$ cat src/rtl/he_encode_arb.sv
// Round-robin arbiter sharing one registered Hamming parity generator between N requesters.
// Codewords leave as {parity, data} with the owning requester ID over a valid/ready port.

module he_parity_gen #(
    parameter int unsigned K = 4,
    parameter int unsigned M = 3
) (
    input  logic         clk_i,
    input  logic         rst_ni,
    input  logic [K-1:0] din_i,
    output logic [M-1:0] parity_o
);

    logic [M-1:0] parity_d, parity_q;

    // Codeword position (1-based) of data bit idx: data fills the non-power-of-two slots.
    function automatic int unsigned data_pos(input int unsigned idx);
        int unsigned cnt;
        int unsigned pos;
        cnt = 0;
        pos = 0;
        for (int unsigned q = 1; q < (32'd1 << M); q++) begin
            if ((q & (q - 1)) != 0) begin
                if (cnt == idx && pos == 0) pos = q;
                cnt++;
            end
        end
        return pos;
    endfunction

    always_comb begin
        parity_d = '0;
        for (int unsigned i = 0; i < K; i++) begin
            for (int unsigned j = 0; j < M; j++) begin
                if (((data_pos(i) >> j) & 32'd1) != 0) parity_d[j] = parity_d[j] ^ din_i[i];
            end
        end
    end

    always_ff @(posedge clk_i or negedge rst_ni) begin
        if (!rst_ni) parity_q <= '0;
        else         parity_q <= parity_d;
    end

    assign parity_o = parity_q;

endmodule

module he_encode_arb #(
    parameter int unsigned K   = 4,
    parameter int unsigned M   = 3,
    parameter int unsigned N   = 2,
    parameter int unsigned IDW = $clog2(N)
) (
    input  logic             clk_i,
    input  logic             rst_ni,
    input  logic [N-1:0]     req_valid_i,
    input  logic [N*K-1:0]   req_data_i,
    output logic [N-1:0]     req_ready_o,
    output logic             out_valid_o,
    input  logic             out_ready_i,
    output logic [K+M-1:0]   out_code_o,
    output logic [IDW-1:0]   out_id_o,
    output logic             busy_o,
    output logic [15:0]      enc_cnt_o
);

    typedef enum logic [1:0] {StIdle, StCalc, StOut} state_e;

    state_e         state_d, state_q;
    logic [IDW-1:0] ptr_d, ptr_q;
    logic [IDW-1:0] id_d, id_q;
    logic [K-1:0]   dreg_d, dreg_q;
    logic [15:0]    cnt_d, cnt_q;
    logic [M-1:0]   parity;

    logic           gnt_any;
    logic [IDW-1:0] gnt_idx;
    logic           can_grant;
    logic           accept;

    he_parity_gen #(
        .K (K),
        .M (M)
    ) u_parity_gen (
        .clk_i    (clk_i),
        .rst_ni   (rst_ni),
        .din_i    (dreg_q),
        .parity_o (parity)
    );

    // First valid requester at or after the pointer, searching modulo N.
    always_comb begin
        gnt_any = 1'b0;
        gnt_idx = '0;
        for (int unsigned off = 0; off < N; off++) begin
            if (!gnt_any && req_valid_i[(32'(ptr_q) + off) % N]) begin
                gnt_any = 1'b1;
                gnt_idx = IDW'((32'(ptr_q) + off) % N);
            end
        end
    end

    assign can_grant   = (state_q == StIdle) || ((state_q == StOut) && out_ready_i);
    assign accept      = rst_ni && can_grant && gnt_any;
    assign req_ready_o = accept ? (N'(1) << gnt_idx) : '0;

    always_comb begin
        state_d = state_q;
        ptr_d   = ptr_q;
        id_d    = id_q;
        dreg_d  = dreg_q;
        cnt_d   = cnt_q;

        unique case (state_q)
            StIdle: if (accept) state_d = StCalc;
            StCalc: state_d = StOut;
            StOut: begin
                if (out_ready_i) begin
                    cnt_d   = cnt_q + 16'd1;
                    state_d = accept ? StCalc : StIdle;
                end
            end
            default: state_d = StIdle;
        endcase

        if (accept) begin
            dreg_d = req_data_i[32'(gnt_idx) * K +: K];
            id_d   = gnt_idx;
            ptr_d  = (gnt_idx == IDW'(N - 1)) ? '0 : gnt_idx + IDW'(1);
        end
    end

    always_ff @(posedge clk_i or negedge rst_ni) begin
        if (!rst_ni) begin
            state_q <= StIdle;
            ptr_q   <= '0;
            id_q    <= '0;
            dreg_q  <= '0;
            cnt_q   <= '0;
        end else begin
            state_q <= state_d;
            ptr_q   <= ptr_d;
            id_q    <= id_d;
            dreg_q  <= dreg_d;
            cnt_q   <= cnt_d;
        end
    end

    assign out_valid_o = (state_q == StOut);
    assign out_code_o  = out_valid_o ? {parity, dreg_q} : '0;
    assign out_id_o    = out_valid_o ? id_q : '0;
    assign busy_o      = (state_q == StCalc) || (state_q == StOut);
    assign enc_cnt_o   = cnt_q;

endmodule

$ cat config.mk
export PLATFORM = sky130hd
export DESIGN_NAME = he_encode_arb
export DESIGN_NICKNAME = d
export VERILOG_FILES = /design/src/rtl/he_encode_arb.sv
export SDC_FILE = /design/constraint.sdc
export NUM_CORES = 1
export LEC_CHECK = 0
export ABC_CLOCK_PERIOD_IN_PS = 1900
export BUFFER_PORTS_ARGS = -buffer_cell sky130_fd_sc_hd__buf_2
export CAP_MARGIN = 20
export CORE_MARGIN = 1.5
export CORE_UTILIZATION = 45
export DETAILED_ROUTE_END_ITERATION = 6
export PLACE_DENSITY = 0.72
export SLEW_MARGIN = 20
export SYNTH_ARGS = -nofsm -noshare
export SYNTH_HDL_FRONTEND = slang
export SYNTH_SLANG_ARGS = --single-unit
$ cat constraint.sdc
create_clock -name clk_i -period 1.9 [get_ports clk_i]
set_input_delay 0.19 -clock clk_i [delete_from_list [all_inputs] [get_ports clk_i]]
set_output_delay 0.19 -clock clk_i [all_outputs]
set_load 0.005 [all_outputs]
==> results.cfg, run 1 <==
[job]
max_cap_violations = 0

[logic_synthesis]
synthArstFlopShare_pct = 100
synth_area_leaders = dfrtp_1, xnor2_1, and2_2
synth_warnings = 0
synth.avg_cell_area_sq_um = 11.4
synth_most_common_cell = dfrtp_1
netlist.area_leader.share_pct = 49.6
synth_nets = 138
synthTopCellsByCount = dfrtp_1, xnor2_1, and2_2, nor2_1, a21oi_1
synth-seq-cells = 27
synth_area_sq_mm = 0.00136
synth-edff-count = 0
synth_cells = 120
ys_types = 30
ys_seq_area_share_pct = 49.6
synth_top_area_cell = dfrtp_1
ys.flop_type = dfrtp_1

[finish]
nets = 188
area_delta_synth_final_pct = 25.2
diodes = 0
drive_gt1_share_pct = 44.4

[pwr]
seqPwrFrac_pct = 46.1
leakage_uw = 0.000854
power_density_mw_per_mm2 = 1110
power_frac_clock_pct = 13.4
ir_drop_mv = 0.632
finalPower_uw = 1890
swShare_pct = 35.3
p_int_uw = 1220
combPwrFrac_pct = 40.5
p_switching_uw = 668

[sta]
setup_viol = 0
final.setup.worst_slack_ns = 0.145
final.setup.tns_ns = 0
drv_slew = 0
hold_violations = 0
finalCritPeriodShare_pct = 92.4
rsz0062_at_grt = no
tightest_slew_ns = 0.533
fmax_ghz = 0.570
finClkSkew_ns = 0.00256
relSlewSlack_pct = 64.2
hold_ws_ns = 0.162
finalCriticalPeriod_ns = 1.75

[floorplan]
rows = 19
pin_count = 41
initial_core_util_pct = 48.6
dieArea_sq_mm = 0.00337
die_h_um = 58.0
fp.dieW_um = 58.0
core-area_sq_mm = 0.00281

[placement]
io_buffer_count = 40
dp_hpwl_mm = 1.84
gp_congestion = 0.751
place_ws_ns = 0.0825

[critical_path]
rrSetupSlack_ns = 0.42
cp-end-kind = output pin
crit_end = req_ready_o[0]
crit_type = register to output pin
r2r-start = state_q[0]
arrival_ns = 1.56
reg2reg_depth = 6
cp_max_fo = 4
startpoint_type = register
critPathLaunch = state_q[1]
required_ns = 1.71
r2r_end = enc_cnt_o[6]

[clock_tree]
root_buffer = clkbuf_4
cts_tree = done
cts.path.max_buffers = 2
cts-buffers-inserted = 3
htreeDepth = 1
clk_pin_slew_ns = 0.15
cts.sinks = 27
clk_latency_ns = 0.32

[drt]
wl_per_cell_um = 12.2
route.detailed.drc = 0
wl_mm = 2.45
viasPerCell = 5.02
ant_nets = 0
wl_met1_mm = 1.11
drtIter0Drc = 34
highest_layer = met4
firstDrtPassIters = 6
vias = 1003
met2_length_mm = 1.20
wl_met3_um = 125

[grt]
grt_pass1_wl_mm = 3.93
grt_pass1_vias = 928
grt_max_degree = 28
grt_overflow = 0
track_usage_pct = 15.3
antenna_found_initial = 0

[status]
outcome = finished clean

[min_path]
hp-class = input port to register
-- stage by stage --
step                      instance area, sq um  cells  util, %
final                                     1710    200     60.8
after global routing                      1710    200     60.8
after CTS                                 1670    198     59.7
after detailed placement                  1610    192     57.2
after global placement                    1610    192     57.2
after floorplan                           1360    120        -
-- timing repair --
item	4_1_cts	5_1_grt
pin swaps	0	1
hold endpoints to repair	27	0
hold buffers	1	0
setup buffers	1	2
endpoints found under the setup margin	2	2
resized for setup	4	4
-- worst min path at each step --
stage | slack (ns) | depth (start not counted) | start | to
global route | 0.16 | 3 | req_data_i[5] | dreg_q[1]
CTS | 0.16 | 3 | req_data_i[5] | dreg_q[1]
floorplan | -0.11 | 0 | rst_ni | dreg_q[0]
detailed placement | 0.23 | 2 | rst_ni | u_parity_gen.parity_o[1]
finish | 0.16 | 3 | req_data_i[5] | dreg_q[1]
global placement | 0.23 | 2 | rst_ni | u_parity_gen.parity_o[1]
-- final cells by class --
| cell class | count | area (sq um) |
|---|---|---|
| Clock buffer | 3 | 22.5 |
| Clock inverter | 1 | 7.51 |
| Fill cell | 239 | 1100 |
| Inverter | 5 | 18.8 |
| Multi-Input combinational cell | 87 | 693 |
| Sequential cell | 27 | 677 |
| Tap cell | 31 | 38.8 |
| Timing Repair Buffer | 46 | 248 |
-- placed cells by master (no fill, tap or decap), types with 2 or more instances in the layout --
cell and instances:
and2_2 9, clkbuf_4 3, nand3_1 4, xnor2_1 18, nand2_1 4, nor2_4 3, nor2_2 2, nor2_1 8
dfrtp_1 26, buf_4 5, nand4_1 4, xor2_1 2, ha_1 3, and3_1 3, mux2i_1 4, a21oi_1 6
inv_1 4, buf_2 40
-- layer usage --
metal | vias to the layer above | GRT usage [%]
met4 | 0 | 2.99
met3 | 2 | 4.91
met5 | - | 0
met2 | 22 | 25.5
met1 | 480 | 19.7
li1 | 499 | -
-- state kept, by name (all words and copies together), names as in the netlist --
name,flops
enc_cnt_o,16
dreg_q,4
ptr_q,1
id_q,1
u_parity_gen.parity_o,3
state_q,2
-- worst max-delay path: stages (launching register included) --
cell,delay (ns)
dfrtp_2,0.44
inv_1,0.08
ha_2,0.20
a21oi_4,0.17
nor2_4,0.06
and2_1,0.17
buf_2,0.12
-- logic make-up after synthesis --
kind of cell / synth area share, %
flops: 49.6
mux: 4.87
fa+ha+maj: 4.59
xor+xnor: 12.9
compound gates: 4.59
buf+inv: 2.20
simple gates: 21.3
-- power by group through the flow --
stage	Clock [uW]	Combinational (uW)	Sequential [uW]
after floorplan	0	482	863
after global placement	0	656	880
after detailed placement	0	683	887
after CTS	261	736	872
after global routing	290	858	897
final	254	766	872
Power figures use the tool's default switching activity.
==> run 2, diff against run 1 <==
==> constraint.sdc (replaced) <==
create_clock -name clk_i -period 1.9 [get_ports clk_i]
set_input_delay 0.19 -clock clk_i [delete_from_list [all_inputs] [get_ports clk_i]]
set_output_delay 0.19 -clock clk_i [all_outputs]
set_load 0.02 [all_outputs]
==> run 2 against run 1 <==
Via count up 1.5%. Maximum frequency decreased by 3.2%. Worst hold slack better by 0.0023 ns. Largest cell class is now sequential cells. Critical path type unchanged. Register-to-register slack worse by 0.14 ns. Worst setup slack worse by 0.058 ns.
==> results.cfg, run 2 (synthesis results as in run 1) <==
[clock_tree]
clk_latency_ns = 0.32
clk_pin_slew_ns = 0.14
root_buffer = clkbuf_4
cts.sinks = 27
cts-buffers-inserted = 3
cts_tree = done
cts.path.max_buffers = 2
htreeDepth = 1

[finish]
largest_register_ffs = 16
final_cell_mix = buf_2, dfrtp_1, xnor2_1
drive_gt1_share_pct = 43.3
fillers = 263
diodes = 0
area_delta_synth_final_pct = 24.3
nets = 190
final_common_cell = buf_2

[drt]
vias = 1018
wl_mm = 2.49
route.detailed.drc = 0
firstDrtPassIters = 6
viasPerCell = 5.04
drtIter0Drc = 37
ant_nets = 0
wl_per_cell_um = 12.3

[critical_path]
crit_chain = inv_1 -> ha_2 -> a21oi_2 -> nor2_4 -> and2_1 -> buf_2
cp_max_fo = 4
slowest_stage = dfrtp_1
startpoint_type = register
crit_type = register to output pin
path_buf_inv = 2
r2r-start = state_q[1]
critPathTopFamily = flip-flops
required_ns = 1.71
max_stage_delay_ns = 0.43
critPathLaunch = state_q[1]
cp-end-kind = output pin
arrival_ns = 1.62

[sta]
relSlewSlack_pct = 66.6
drv_slew = 0
final.setup.worst_slack_ns = 0.0876
setup_viol = 0
final.setup.tns_ns = 0
finalCriticalPeriod_ns = 1.81
hold_ws_ns = 0.164
fmax_ghz = 0.552
finClkSkew_ns = 0.00221
tightest_slew_ns = 0.498
finalCritPeriodShare_pct = 95.4
hold_violations = 0

[floorplan]
pin_count = 41
fp.dieW_um = 58.0
die_h_um = 58.0
initial_core_util_pct = 48.6
rows = 19
dieArea_sq_mm = 0.00337
core-area_sq_mm = 0.00281

[job]
max_cap_violations = 0

[grt]
use_met2_pct = 27.3
grt_overflow = 0
antenna_found_initial = 0
grt_max_degree = 28
grt_pass1_wl_mm = 4.06
track_usage_pct = 15.4
grt_pass1_vias = 946
grt.busiest_layer = met2
grtUsageMet3_pct = 2.46
gr-usage-met1_pct = 19.7

[pwr]
ir_drop_mv = 0.626
finalPower_uw = 2010
leakage_uw = 0.000863
power_density_mw_per_mm2 = 1190

[min_path]
hp-class = input port to register
min_from = req_data_i[4]

[placement]
io_buffer_count = 40
gp_congestion = 0.740
dp_hpwl_mm = 1.88
place_ws_ns = 0.233

[status]
outcome = finished clean
-- run 2: stage by stage --
| stage | area, sq um | utilization, % | std cells |
|---|---|---|---|
| floorplan | 1360 | - | 120 |
| global placement | 1610 | 57.5 | 193 |
| detailed placement | 1610 | 57.5 | 193 |
| CTS | 1670 | 59.5 | 199 |
| global route | 1690 | 60.4 | 202 |
| finish | 1690 | 60.4 | 202 |
-- run 2: power by group --
part	leakage [uW]	total, uW	switching (uW)	internal, uW
Clock	0.0000139	248	167	80.3
Sequential	0.000340	870	142	728
Combinational	0.000509	890	474	416
-- run 2: repair_timing --
item,in CTS,in global routing
pin swaps,1,2
buffers inserted,1,3
endpoints found under the hold margin,27,0
hold buffers,1,0
resized for setup,2,1
endpoints found under the setup margin,1,2
-- run 2: layer usage --
layer / vias up / share of wire (%) / wire length, um
li1: 504 / - / -
met1: 491 / 43 / 1070
met2: 21 / 52 / 1300
met3: 2 / 4.2 / 104
met4: 0 / 0.68 / 17
met5: - / 0 / 0
-- run 2: worst register-to-register path, delay by kind of cell, from the launching register on --
| kind | cells | cell delay, ns |
|---|---|---|
| adders and majority gates | 1 | 0.24 |
| and+or+nand+nor | 2 | 0.27 |
| AOI/OAI and AO/OA | 2 | 0.40 |
| buffers and inverters | 1 | 0.18 |
| DFF | 1 | 0.45 |
-- run 2: path summary, 6_finish.rpt --
check                            endpoint  slack [ns]  cells past startpoint
min reg2reg                 enc_cnt_o[15]        0.48                      1
max in group asynchronous       dreg_q[3]        1.25                      3
max                        req_ready_o[0]        0.09                      6
min                             dreg_q[0]        0.16                      3
max reg2reg                    state_q[0]        0.28                      6
min in group asynchronous   enc_cnt_o[15]        0.41                      3
-- run 2: area by class of cell --
type / instances / area, sq um / area share [%]
timing repair buffer: 48 / 263 / 15.5
multi-input combinational: 87 / 668 / 39.4
clock inverter: 1 / 7.51 / 0.443
sequential: 27 / 676 / 39.9
tap: 31 / 38.8 / 2.29
clock buffer: 3 / 22.5 / 1.33
inverter: 5 / 18.8 / 1.11
==> run 3, diff against run 2 <==
Settings changed: CORE_ASPECT_RATIO set to 0.7.
==> run 3 against run 2 <==
Maximum frequency increased by 1.7%. Utilization is essentially flat. Flip-flop and latch count did not move. Worst hold slack improved by 0.061 ns. Die area grew 0.17%. Non-clock buffer count shrank 1. Clock skew rose by 0.0024 ns. Critical path type unchanged. Largest cell class unchanged. Highest routed layer unchanged.
==> results.cfg, run 3 (synthesis results as in run 1) <==
[finish]
fin_area_sq_mm = 0.00172
multiInputGateArea_sq_um = 673
final_common_cell = buf_2
drive_gt1_share_pct = 42.4
nets = 189
ff_latch_area_sq_um = 676
final_cell_mix = buf_2, dfrtp_1, xnor2_1
fillers = 244
largest_register_ffs = 16
diodes = 0
final_cell_count_no_fill = 206
area_delta_synth_final_pct = 26.0

[sta]
hold_ws_ns = 0.226
relSlewSlack_pct = 65.1
hold_violations = 0
tightest_slew_ns = 0.520
finalCriticalPeriod_ns = 1.78
setup_viol = 0
finClkSkew_ns = 0.00462
final.setup.worst_slack_ns = 0.118
rsz0062_at_grt = yes
finalCritPeriodShare_pct = 93.8
drv_slew = 0
fmax_ghz = 0.561

[pwr]
leakage_uw = 0.000869
ir_drop_mv = 0.925
power_density_mw_per_mm2 = 1210
finalPower_uw = 2080

[critical_path]
cp-end-kind = output pin
crit_type = register to output pin
arrival_ns = 1.59
startpoint_type = register
cp_max_fo = 5
required_ns = 1.71

[drt]
ant_nets = 0
vias = 1022
viasPerCell = 4.96
drtIter0Drc = 51
wl_per_cell_um = 12.8
route.detailed.drc = 0
firstDrtPassIters = 2
wl_mm = 2.64

[clock_tree]
clk_latency_ns = 0.27
cts.path.max_buffers = 2
root_buffer = clkbuf_8
cts.sinks = 27
clk_pin_slew_ns = 0.09
cts-buffers-inserted = 3
htreeDepth = 1
cts_tree = done

[min_path]
hp-class = input port to register

[placement]
place_area_sq_mm = 0.00162
place_ws_ns = 0.213
dp_cells = 198
gp_congestion = 0.768
io_buffer_count = 40
dp_hpwl_mm = 2.05

[grt]
grt_pass1_wl_mm = 4.35
grt_max_degree = 28
grt_overflow = 0
grt_pass1_vias = 1008
track_usage_pct = 17.0
antenna_found_initial = 0

[floorplan]
core-area_sq_mm = 0.00284
die_h_um = 49.0
fp.dieW_um = 68.8
dieArea_sq_mm = 0.00337
initial_core_util_pct = 47.9
rows = 16
pin_count = 41

[job]
max_cap_violations = 0

[status]
outcome = finished clean
## run 3: changes by cell type in the layout (fill, tap and decap cells not counted), sizes merged
| cell | before | now |
|---|---|---|
| buf | 47 | 46 |
## run 3: worst max-delay path, cell delays in order (launching register included)
cell     delay (ns)
dfrtp_1        0.41
inv_1          0.09
ha_1           0.27
a21oi_4        0.18
nor2_4         0.06
and2_1         0.16
buf_2          0.15
## run 3: final timing paths
path                               start        endpoint  slack, ns  cells after the start
setup / recovery              state_q[0]  req_ready_o[0]       0.12                      6
min in group asynchronous         rst_ni       dreg_q[1]       0.51                      3
hold / removal             req_data_i[6]       dreg_q[2]       0.23                      3
setup reg to reg              state_q[0]      state_q[0]       0.14                      7
max in group asynchronous         rst_ni           ptr_q       1.14                      3
hold reg to reg            enc_cnt_o[15]   enc_cnt_o[15]       0.48                      1
## run 3: layout make-up
| type | count | area share (%) |
|---|---|---|
| multi-input combinational | 87 | 39.2 |
| clock inverter | 1 | 0.437 |
| sequential | 27 | 39.4 |
| tap | 36 | 2.62 |
| timing repair buffer | 47 | 14.9 |
| inverter | 5 | 1.09 |
| clock buffer | 3 | 2.41 |
## run 3: routing by layer
layer | up-vias | wire length (um) | GRT usage, %
met4 | 0 | 13 | 2.94
met5 | - | 0 | 0
met2 | 18 | 1270 | 27.2
li1 | 505 | - | -
met3 | 2 | 110 | 6.00
met1 | 497 | 1240 | 22.4
## run 3: where the power goes
part | switching [uW] | total, uW | internal [uW]
sequential | 146 | 875 | 729
combinational | 479 | 884 | 405
clock | 176 | 324 | 149
## run 3: timing repair
action                                  4_1_cts  5_1_grt
endpoints found under the setup margin        1        1
resized for setup                             2        1
endpoints found under the hold margin        27        0
hold buffers                                  1        0
cloned                                        0        0
pin swaps                                     0        1
buffers inserted                              0        3
## run 3: stage by stage
step                setup TNS, ns  util, %
finish                          0     60.4
global placement                0     57.0
floorplan                       0        -
CTS                             0     59.3
global route             -0.00371     60.4
detailed placement              0     57.0
